### src/rtl/fifo_pkg.sv
// Shared constants and status bundle for the parametrised sync FIFO.
// Imported by the RTL and reused by monitors/scoreboards.
package fifo_pkg;

    localparam int FIFO_DATA_WIDTH = 8;
    localparam int FIFO_DEPTH      = 16;
    localparam int FIFO_AF_MARGIN  = 2;
    localparam int FIFO_AE_MARGIN  = 2;

    typedef struct packed {
        logic empty;
        logic almost_empty;
        logic almost_full;
        logic full;
    } fifo_status_t;

endpackage

### src/rtl/fifo_sync_param_if.sv
// Producer/consumer bundle of the parametrised sync FIFO.
// master = traffic side, slave = FIFO side.
interface fifo_sync_param_if
    import fifo_pkg::*;
#(
    parameter int DATA_WIDTH = FIFO_DATA_WIDTH,
    parameter int DEPTH      = FIFO_DEPTH
);

    localparam int ADDR_W = $clog2(DEPTH);

    logic                  wn;
    logic                  rn;
    logic [DATA_WIDTH-1:0] data_in;
    logic [DATA_WIDTH-1:0] data_out;
    logic                  empty;
    logic                  full;
    logic                  almost_empty;
    logic                  almost_full;
    logic [ADDR_W:0]       count;
    logic                  overflow;
    logic                  underflow;

    modport master (
        output wn, rn, data_in,
        input  data_out, empty, full, almost_empty,
        input  almost_full, count, overflow, underflow
    );

    modport slave (
        input  wn, rn, data_in,
        output data_out, empty, full, almost_empty,
        output almost_full, count, overflow, underflow
    );

endinterface

### src/rtl/fifo_mem.sv
// Dual-port register file: synchronous write, registered read.
// No reset; the read register holds when rd_en is low.
module fifo_mem #(
    parameter int DATA_WIDTH = 8,
    parameter int DEPTH      = 16,
    localparam int ADDR_W    = $clog2(DEPTH)
) (
    input  logic                  clock,
    input  logic                  wr_en,
    input  logic [ADDR_W-1:0]     wr_addr,
    input  logic [DATA_WIDTH-1:0] wr_data,
    input  logic                  rd_en,
    input  logic [ADDR_W-1:0]     rd_addr,
    output logic [DATA_WIDTH-1:0] rd_data
);

    logic [DATA_WIDTH-1:0] mem_q [DEPTH];
    logic [DATA_WIDTH-1:0] rd_data_q;

    // Same-slot read+write returns the old entry (full-FIFO pass case)
    always_ff @(posedge clock) begin
        if (wr_en) mem_q[wr_addr] <= wr_data;
        if (rd_en) rd_data_q <= mem_q[rd_addr];
    end

    assign rd_data = rd_data_q;

endmodule

### src/rtl/fifo_sync_param.sv
// Parametrised synchronous FIFO with occupancy count, watermarks
// and registered overflow/underflow pulses.
module fifo_sync_param
    import fifo_pkg::*;
#(
    parameter int DATA_WIDTH = FIFO_DATA_WIDTH,
    parameter int DEPTH      = FIFO_DEPTH,
    parameter int AF_MARGIN  = FIFO_AF_MARGIN,
    parameter int AE_MARGIN  = FIFO_AE_MARGIN
) (
    input  logic             clock,
    input  logic             reset,
    fifo_sync_param_if.slave bus
);

    localparam int ADDR_W = $clog2(DEPTH);
    localparam int CNT_W  = ADDR_W + 1;

    localparam logic [CNT_W-1:0] FULL_LVL = CNT_W'(DEPTH);
    localparam logic [CNT_W-1:0] AF_LVL   = CNT_W'(DEPTH - AF_MARGIN);
    localparam logic [CNT_W-1:0] AE_LVL   = CNT_W'(AE_MARGIN);

    logic [ADDR_W-1:0]     wr_ptr_q, wr_ptr_d;
    logic [ADDR_W-1:0]     rd_ptr_q, rd_ptr_d;
    logic [CNT_W-1:0]      cnt_q, cnt_d;
    logic                  ovf_q, ovf_d;
    logic                  udf_q, udf_d;
    logic                  zero_q, zero_d;
    logic                  wr_en, rd_en;
    logic [DATA_WIDTH-1:0] rd_data;
    fifo_status_t          st;

    always_comb begin
        st.empty        = (cnt_q == '0);
        st.almost_empty = (cnt_q <= AE_LVL);
        st.almost_full  = (cnt_q >= AF_LVL);
        st.full         = (cnt_q == FULL_LVL);
    end

    always_comb begin
        wr_en    = bus.wn && (!st.full || bus.rn);
        rd_en    = bus.rn && !st.empty;
        wr_ptr_d = wr_ptr_q;
        rd_ptr_d = rd_ptr_q;
        cnt_d    = cnt_q;
        if (wr_en) wr_ptr_d = wr_ptr_q + ADDR_W'(1);
        if (rd_en) rd_ptr_d = rd_ptr_q + ADDR_W'(1);
        unique case ({wr_en, rd_en})
            2'b10:   cnt_d = cnt_q + CNT_W'(1);
            2'b01:   cnt_d = cnt_q - CNT_W'(1);
            default: cnt_d = cnt_q;
        endcase
        ovf_d  = bus.wn && st.full && !bus.rn;
        udf_d  = bus.rn && st.empty;
        // Mask the unreset read register until the first real read
        zero_d = zero_q && !rd_en;
    end

    always_ff @(posedge clock or negedge reset) begin
        if (!reset) begin
            wr_ptr_q <= '0;
            rd_ptr_q <= '0;
            cnt_q    <= '0;
            ovf_q    <= 1'b0;
            udf_q    <= 1'b0;
            zero_q   <= 1'b1;
        end else begin
            wr_ptr_q <= wr_ptr_d;
            rd_ptr_q <= rd_ptr_d;
            cnt_q    <= cnt_d;
            ovf_q    <= ovf_d;
            udf_q    <= udf_d;
            zero_q   <= zero_d;
        end
    end

    fifo_mem #(
        .DATA_WIDTH (DATA_WIDTH),
        .DEPTH      (DEPTH)
    ) u_mem (
        .clock   (clock),
        .wr_en   (wr_en),
        .wr_addr (wr_ptr_q),
        .wr_data (bus.data_in),
        .rd_en   (rd_en),
        .rd_addr (rd_ptr_q),
        .rd_data (rd_data)
    );

    assign bus.data_out     = zero_q ? '0 : rd_data;
    assign bus.empty        = st.empty;
    assign bus.almost_empty = st.almost_empty;
    assign bus.almost_full  = st.almost_full;
    assign bus.full         = st.full;
    assign bus.count        = cnt_q;
    assign bus.overflow     = ovf_q;
    assign bus.underflow    = udf_q;

endmodule
### src/flat_wrapper.sv
// flat-port wrapper written by rule: the top's interface ports become plain ports
module fifo_sync_param_flat import fifo_pkg::*;
#(
    parameter int DATA_WIDTH = FIFO_DATA_WIDTH,
    parameter int DEPTH      = FIFO_DEPTH,
    parameter int AF_MARGIN  = FIFO_AF_MARGIN,
    parameter int AE_MARGIN  = FIFO_AE_MARGIN
)
  (clock, reset, bus_wn, bus_rn, bus_data_in, bus_data_out, bus_empty, bus_full, bus_almost_empty, bus_almost_full, bus_count, bus_overflow, bus_underflow);
  fifo_sync_param_if #(.DATA_WIDTH(DATA_WIDTH), .DEPTH(DEPTH)) bus_i ();
  input  logic clock;
  input  logic reset;
  input wire logic [$bits(bus_i.wn)-1:0] bus_wn;
  input wire logic [$bits(bus_i.rn)-1:0] bus_rn;
  input wire logic [$bits(bus_i.data_in)-1:0] bus_data_in;
  output wire logic [$bits(bus_i.data_out)-1:0] bus_data_out;
  output wire logic [$bits(bus_i.empty)-1:0] bus_empty;
  output wire logic [$bits(bus_i.full)-1:0] bus_full;
  output wire logic [$bits(bus_i.almost_empty)-1:0] bus_almost_empty;
  output wire logic [$bits(bus_i.almost_full)-1:0] bus_almost_full;
  output wire logic [$bits(bus_i.count)-1:0] bus_count;
  output wire logic [$bits(bus_i.overflow)-1:0] bus_overflow;
  output wire logic [$bits(bus_i.underflow)-1:0] bus_underflow;
  assign bus_i.wn = bus_wn;
  assign bus_i.rn = bus_rn;
  assign bus_i.data_in = bus_data_in;
  assign bus_data_out = bus_i.data_out;
  assign bus_empty = bus_i.empty;
  assign bus_full = bus_i.full;
  assign bus_almost_empty = bus_i.almost_empty;
  assign bus_almost_full = bus_i.almost_full;
  assign bus_count = bus_i.count;
  assign bus_overflow = bus_i.overflow;
  assign bus_underflow = bus_i.underflow;
  fifo_sync_param #(.DATA_WIDTH(DATA_WIDTH), .DEPTH(DEPTH), .AF_MARGIN(AF_MARGIN), .AE_MARGIN(AE_MARGIN)) u_core (.clock(clock), .reset(reset), .bus(bus_i));
endmodule
### config.mk
export PLATFORM = sky130hd
export DESIGN_NAME = fifo_sync_param_flat
export DESIGN_NICKNAME = d
export VERILOG_FILES = /design/src/rtl/fifo_pkg.sv /design/src/rtl/fifo_sync_param_if.sv /design/src/rtl/fifo_mem.sv /design/src/rtl/fifo_sync_param.sv /design/src/flat_wrapper.sv
export SDC_FILE = /design/constraint.sdc
export NUM_CORES = 1
export LEC_CHECK = 0
export CORE_MARGIN = 2
export CORE_UTILIZATION = 31
export DETAILED_ROUTE_END_ITERATION = 7
export MAX_ROUTING_LAYER = met4
export SLEW_MARGIN = 10
export SYNTH_ARGS = -nofsm -noshare
export SYNTH_HDL_FRONTEND = slang
export SYNTH_SLANG_ARGS = --single-unit
### constraint.sdc
create_clock -name clock -period 5.1 [get_ports clock]
set_input_delay 1.53 -clock clock [delete_from_list [all_inputs] [get_ports clock]]
set_output_delay 1.53 -clock clock [all_outputs]
set_load 0.01 [all_outputs]
* Word-level counts from Yosys, hierarchy flattened *
Memory sizes are Yosys's and may differ from the RTL's. A register that Yosys moved wholly into a read port is not among the register bits.
Index checks and enable logic that the tools add are counted.
Widths: inputs -> output; s select.

word-level totals
  input bits = 12
  memories kept = 1
  output and inout bits = 19
  memory bits (writable) = 128
  word-level logic and storage cells = 33
  flip-flop bits (word level) = 16

memory list
  memory              depth  bits a word  read ports  clocked after Yosys merged registers in  write ports  line            RTL
  u_core.u_mem.mem_q  16     8            1           1                                        1            fifo_mem.sv:17  logic [DATA_WIDTH-1:0] mem_q [DEPTH];

operators by class
  order comparisons = 2
  mux-type cells = 4
  reductions and logical operators = 13
  add/subtract/negate cells = 4
  equality and inequality tests = 3

operators by type and width
  kind                 count
  $pmux 5 s2           1
  $add 4x1->4 const B  2
  $mux 8               1
  $logic_and 1x1->1    6
  $add 5x1->5 const B  1
  $eq 5x5->1 const B   1
  $ge 5x4->1 const B   1
  $le 5x2->1 const B   1
  $logic_not 5->1      1
  $sub 5x1->5 const B  1
  $logic_not 1->1      4
  $eq 2x1->1 const B   1
  $eq 2x2->1 const B   1
  $mux 1               2
  $reduce_bool 2->1    1
  $logic_or 1x1->1     1

* Logic depth before layout (Yosys ltp) *
  depth after elaboration = 6
  gate-level depth with buffers = 12
  mapped depth without buffers = 10

* By module *
Synthesis repeated with hierarchy kept, for this count alone.

second synthesis, totals
  cells, all modules = 320
  area, all modules = 6,213.5 µm²

modules (own cells, without submodules)
  module           instances  area an instance (µm²)  cells each  seq. area each (µm²)
  fifo_mem         1          5,227.5                 229         4,083.9
  fifo_sync_param  1          985.9                   91          401.6

* Worst setup path after synthesis *
No wires, ideal clock.

  path kind = input -> register
  start point = input bus_rn
  end point = register u_core.cnt_q[4], in the netlist u_core.bus.count[4]
  library setup time = 0.079 ns
  stages on the path = 9
  data arrival time = 3.580 ns
  setup slack = 1.441 ns
  path buffers = 1
  required time = 5.021 ns
  cell sequence = a21boi_2 ha_1 buf_2 xor2_1 ha_1 a21oi_1 or3b_2 a31oi_1 xor2_1

on the way
  word-level cells in the longest chain between the ends = 4
  elaborated cells between the ends (all ways) = 7
  classes of those cells = eq/ne: 2; mux: 1; reduce/logical: 4

RTL lines
  what                                                    line                   RTL
  start, declared                                         flat_wrapper.sv:14     input wire logic [$bits(bus_i.rn)-1:0] bus_rn;
  $logic_or 1x1->1                                        fifo_sync_param.sv:41  wr_en = bus.wn && (!st.full || bus.rn);
  $logic_and 1x1->1                                       fifo_sync_param.sv:41
  $eq 2x1->1 / $eq 2x2->1 (equally long branches)         fifo_sync_param.sv:48  unique case ({wr_en, rd_en})
  $pmux 5 s2 / $reduce_bool 2->1 (equally long branches)  --
  end signal, assigned                                    fifo_sync_param.sv:70  cnt_q <= cnt_d;
  end, declared                                           fifo_sync_param.sv:25  logic [CNT_W-1:0] cnt_q, cnt_d;

Several ways; a longest one is shown, not always the timed one.
A chain may end at the register's enable or synchronous reset.

* Worst setup path in the final report *
Same ends and word-level chain as after synthesis.

==> results_dict.tcl <==
set metrics [dict create \
    critPathKind "input port to flop" \
    rrSetupSlack_ns 2.05 \
    clk_pin_slew_ns 0.06 \
    vias_per_cell 4.73 \
    syn_inst 323 \
    slowest_delay_ns 0.45 \
    postSynthAreaPerCell_um2 19.1 \
    crit_path_cell_trace "clkdlybuf4s50_1, nand4b_1, nand2_1, ha_1, xor2_1, ha_1, a21oi_1, or3b_2, a31oi_1, xor2_1" \
    yosysMostFrequentCell "edfxtp_1" \
    synth_area_leaders "edfxtp_1 66%, mux4_2 7.3%, dfrtp_1 6.1%" \
    cts-resized-gates 0 \
    grt_pass1_wl_um 18700 \
    slew_headroom_pct 32.2 \
    syn_area_um2 6180 \
    worst-path-max-fanout 8 \
    gp_congestion 0.844 \
    synth_nets 343 \
    cts_inserted_buffers 17 \
    multiInputGateArea_um2 1550 \
    row_count 51 \
    num_antenna_cells 0 \
    core_um2 19500 \
    cts-root-buf "clkbuf_16" \
    die_h_um 145 \
    dp_slack_ns 0.841 \
    reg2regPathDepth 10 \
    dieArea_um2 21100 \
    drcViolationCount 0 \
    path_buf_inv 1 \
    seq_area_um2 4490 \
    hold_end "u_core.rd_ptr_q[3]" \
    fin_skew_ns 0.00700 \
    max_freq_mhz 260 \
    path_delay_family "simple AND/OR/NAND/NOR gates" \
    clk_latency_ns 0.42 \
    min_from "u_core.rd_ptr_q[3]" \
    htreeDepth 4 \
    postCtsHoldBufs 0 \
    yosysUniqueCellTypes 41 \
    outcome "complete, no violations" \
    synth_edf_count 136 \
    ir_drop_uv 238 \
    drtAntennaViolNets 0 \
    fin_setup_tns_ns 0 \
    drt_iter0_markers 269 \
    critPathSlowestCell "or3b_2" \
    end_kind "flop" \
    powerDensity_nw_per_um2 565 \
    seq_area_frac_synth_pct 72.6 \
    cts_sinks 152 \
    nNetsFinal 381 \
    ys_ff_latch 152 \
    synth_top_area_cell "edfxtp_1" \
    setup_violations 0 \
    grt_util_all_layers_pct 12.3 \
    synth_warnings 0 \
    ys.flop_type "edfxtp_1" \
    drv_slew 0 \
    tritoncts "built" \
    worst_ep_arrival_time_ns 4.19 \
    fin_ws_ns 1.25 \
    synthArstFlopShare_pct 10.5 \
    hpwl_um 7490 \
    die_w_um 145 \
    dr.pass1.iters 4 \
    worstSetupStartpointType "input port" \
    critPathRequiredTime_ns 5.44 \
    worstReg2RegEnd "u_core.bus.count[4]" \
    overflow 0 \
    drive_above_1_share_pct 17.4 \
    area_growth_pct 18.9 \
    post_cts.repair.setup_buffers 0 \
    worst_pin_slew_ns 1.01 \
    initial_core_util_pct 31.6 \
    vias 3024 \
    max_cap_violations 0 \
    wl_um 12000 \
    fillers 1827 \
    grt_pass1_vias 3198 \
    p_leak_uw 0.00247 \
    synth_common_cells "136 x edfxtp_1, 20 x mux4_2, 18 x nor2_1" \
    netlist.area_leader.share_pct 66.1 \
    hp-class "flop to flop" \
    finalHoldViolCount 0 \
    clockBufferDepth 2 \
    boundaryPins 31 \
    r2r_start "u_core.bus.count[1]" \
    hold_depth 1 \
    place.port_buffers 30 \
    finalCritPeriodShare_pct 75.5 \
    routedWlPerCell_um 18.8 \
    grt_setup_unrepaired "no" \
    min_period_ns 3.85 \
    grt_max_degree 36 \
    grt_antenna_before_repair 0 \
]
-- state kept, by name (all words and copies together), names as in the netlist --
| register | count |
|---|---|
| u_core.wr_ptr_q | 4 |
| u_core.zero_q | 1 |
| u_core.bus.overflow | 1 |
| u_core.u_mem.rd_data | 8 |
| u_core.u_mem.mem_q | 128 |
| u_core.bus.count | 5 |
| u_core.rd_ptr_q | 4 |
| u_core.bus.underflow | 1 |
-- routing by layer --
layer	global-route usage [%]	vias up	part of all wire [%]
met2	19.5	68	50
met5	-	-	0
met1	15.2	1573	44
met3	2.89	15	4.5
li1	-	1368	-
met4	4.95	0	1.8
-- layout by cell type, fill, tap and decap left out, drive strengths merged, types with 3 or more instances in the layout --
| cell type | count |
|---|---|
| a21oi | 4 |
| a22oi | 17 |
| clkbuf | 20 |
| nor3 | 4 |
| xor2 | 6 |
| nand2 | 14 |
| bufinv | 4 |
| clkinv | 5 |
| dfrtp | 15 |
| clkdlybuf4s50 | 30 |
| mux2 | 3 |
| edfxtp | 136 |
| buf | 6 |
| ha | 8 |
| nand3 | 7 |
| inv | 4 |
| and3 | 3 |
| nor2 | 18 |
| nor2b | 11 |
| mux4 | 32 |
| xnor2 | 6 |
-- metrics by stage --
step	power [µW]	hold slack, ns	cell area, µm²	util, %	std cells
floorplan	2520	0.487	6180	-	323
global placement	2850	0.509	6730	34.4	607
detailed placement	2880	0.529	6730	34.4	607
CTS	4190	0.537	7350	37.6	639
global route	4360	0.580	7350	37.6	639
finish	4150	0.538	7350	37.6	639
-- cells by family after synthesis --
kind of cell / share of synthesized area [%]
mux: 12.9
fa+ha+maj: 1.62
buf+inv: 2.35
xor+xnor: 1.70
simple gates: 5.67
flops: 72.6
compound gates: 3.14
-- layout make-up --
cell class                      count  area share, %
Clock inverter                     12           2.40
Tap cell                          265           4.51
Sequential cell                   152           61.1
Timing Repair Buffer               36           4.70
Clock buffer                       20           6.08
Multi-Input combinational cell    151           21.1
Inverter                            3          0.153
-- worst reg2reg max path, stage by stage, from the launching register on --
cell and delay, ns:
dfrtp_1 0.50, nor2_1 0.30, nand4b_1 0.29, nand2_1 0.25, ha_1 0.35, xor2_1 0.18, ha_1 0.23, a21oi_1 0.08
or3b_2 0.45, a31oi_1 0.20, xor2_1 0.15
-- worst max path at each step --
stage                start             endpoint  slack, ns  cells past startpoint
floorplan           bus_rn  u_core.bus.count[4]       1.44                      9
global placement    bus_rn  u_core.bus.count[4]       0.95                     10
detailed placement  bus_rn  u_core.bus.count[4]       0.84                     10
CTS                 bus_rn  u_core.bus.count[4]       1.28                     10
global route        bus_rn  u_core.bus.count[4]       1.01                     10
finish              bus_rn  u_core.bus.count[4]       1.25                     10
-- power by group --
group          total [µW]  switching (µW)  internal [µW]  leakage [µW]
logic                1090             545            544      0.000746
clock network        1310             477            832      0.000300
registers            1750             177           1580       0.00142
total                4150            1200           2950       0.00247
No activity file was read; power rests on OpenSTA's default activity.
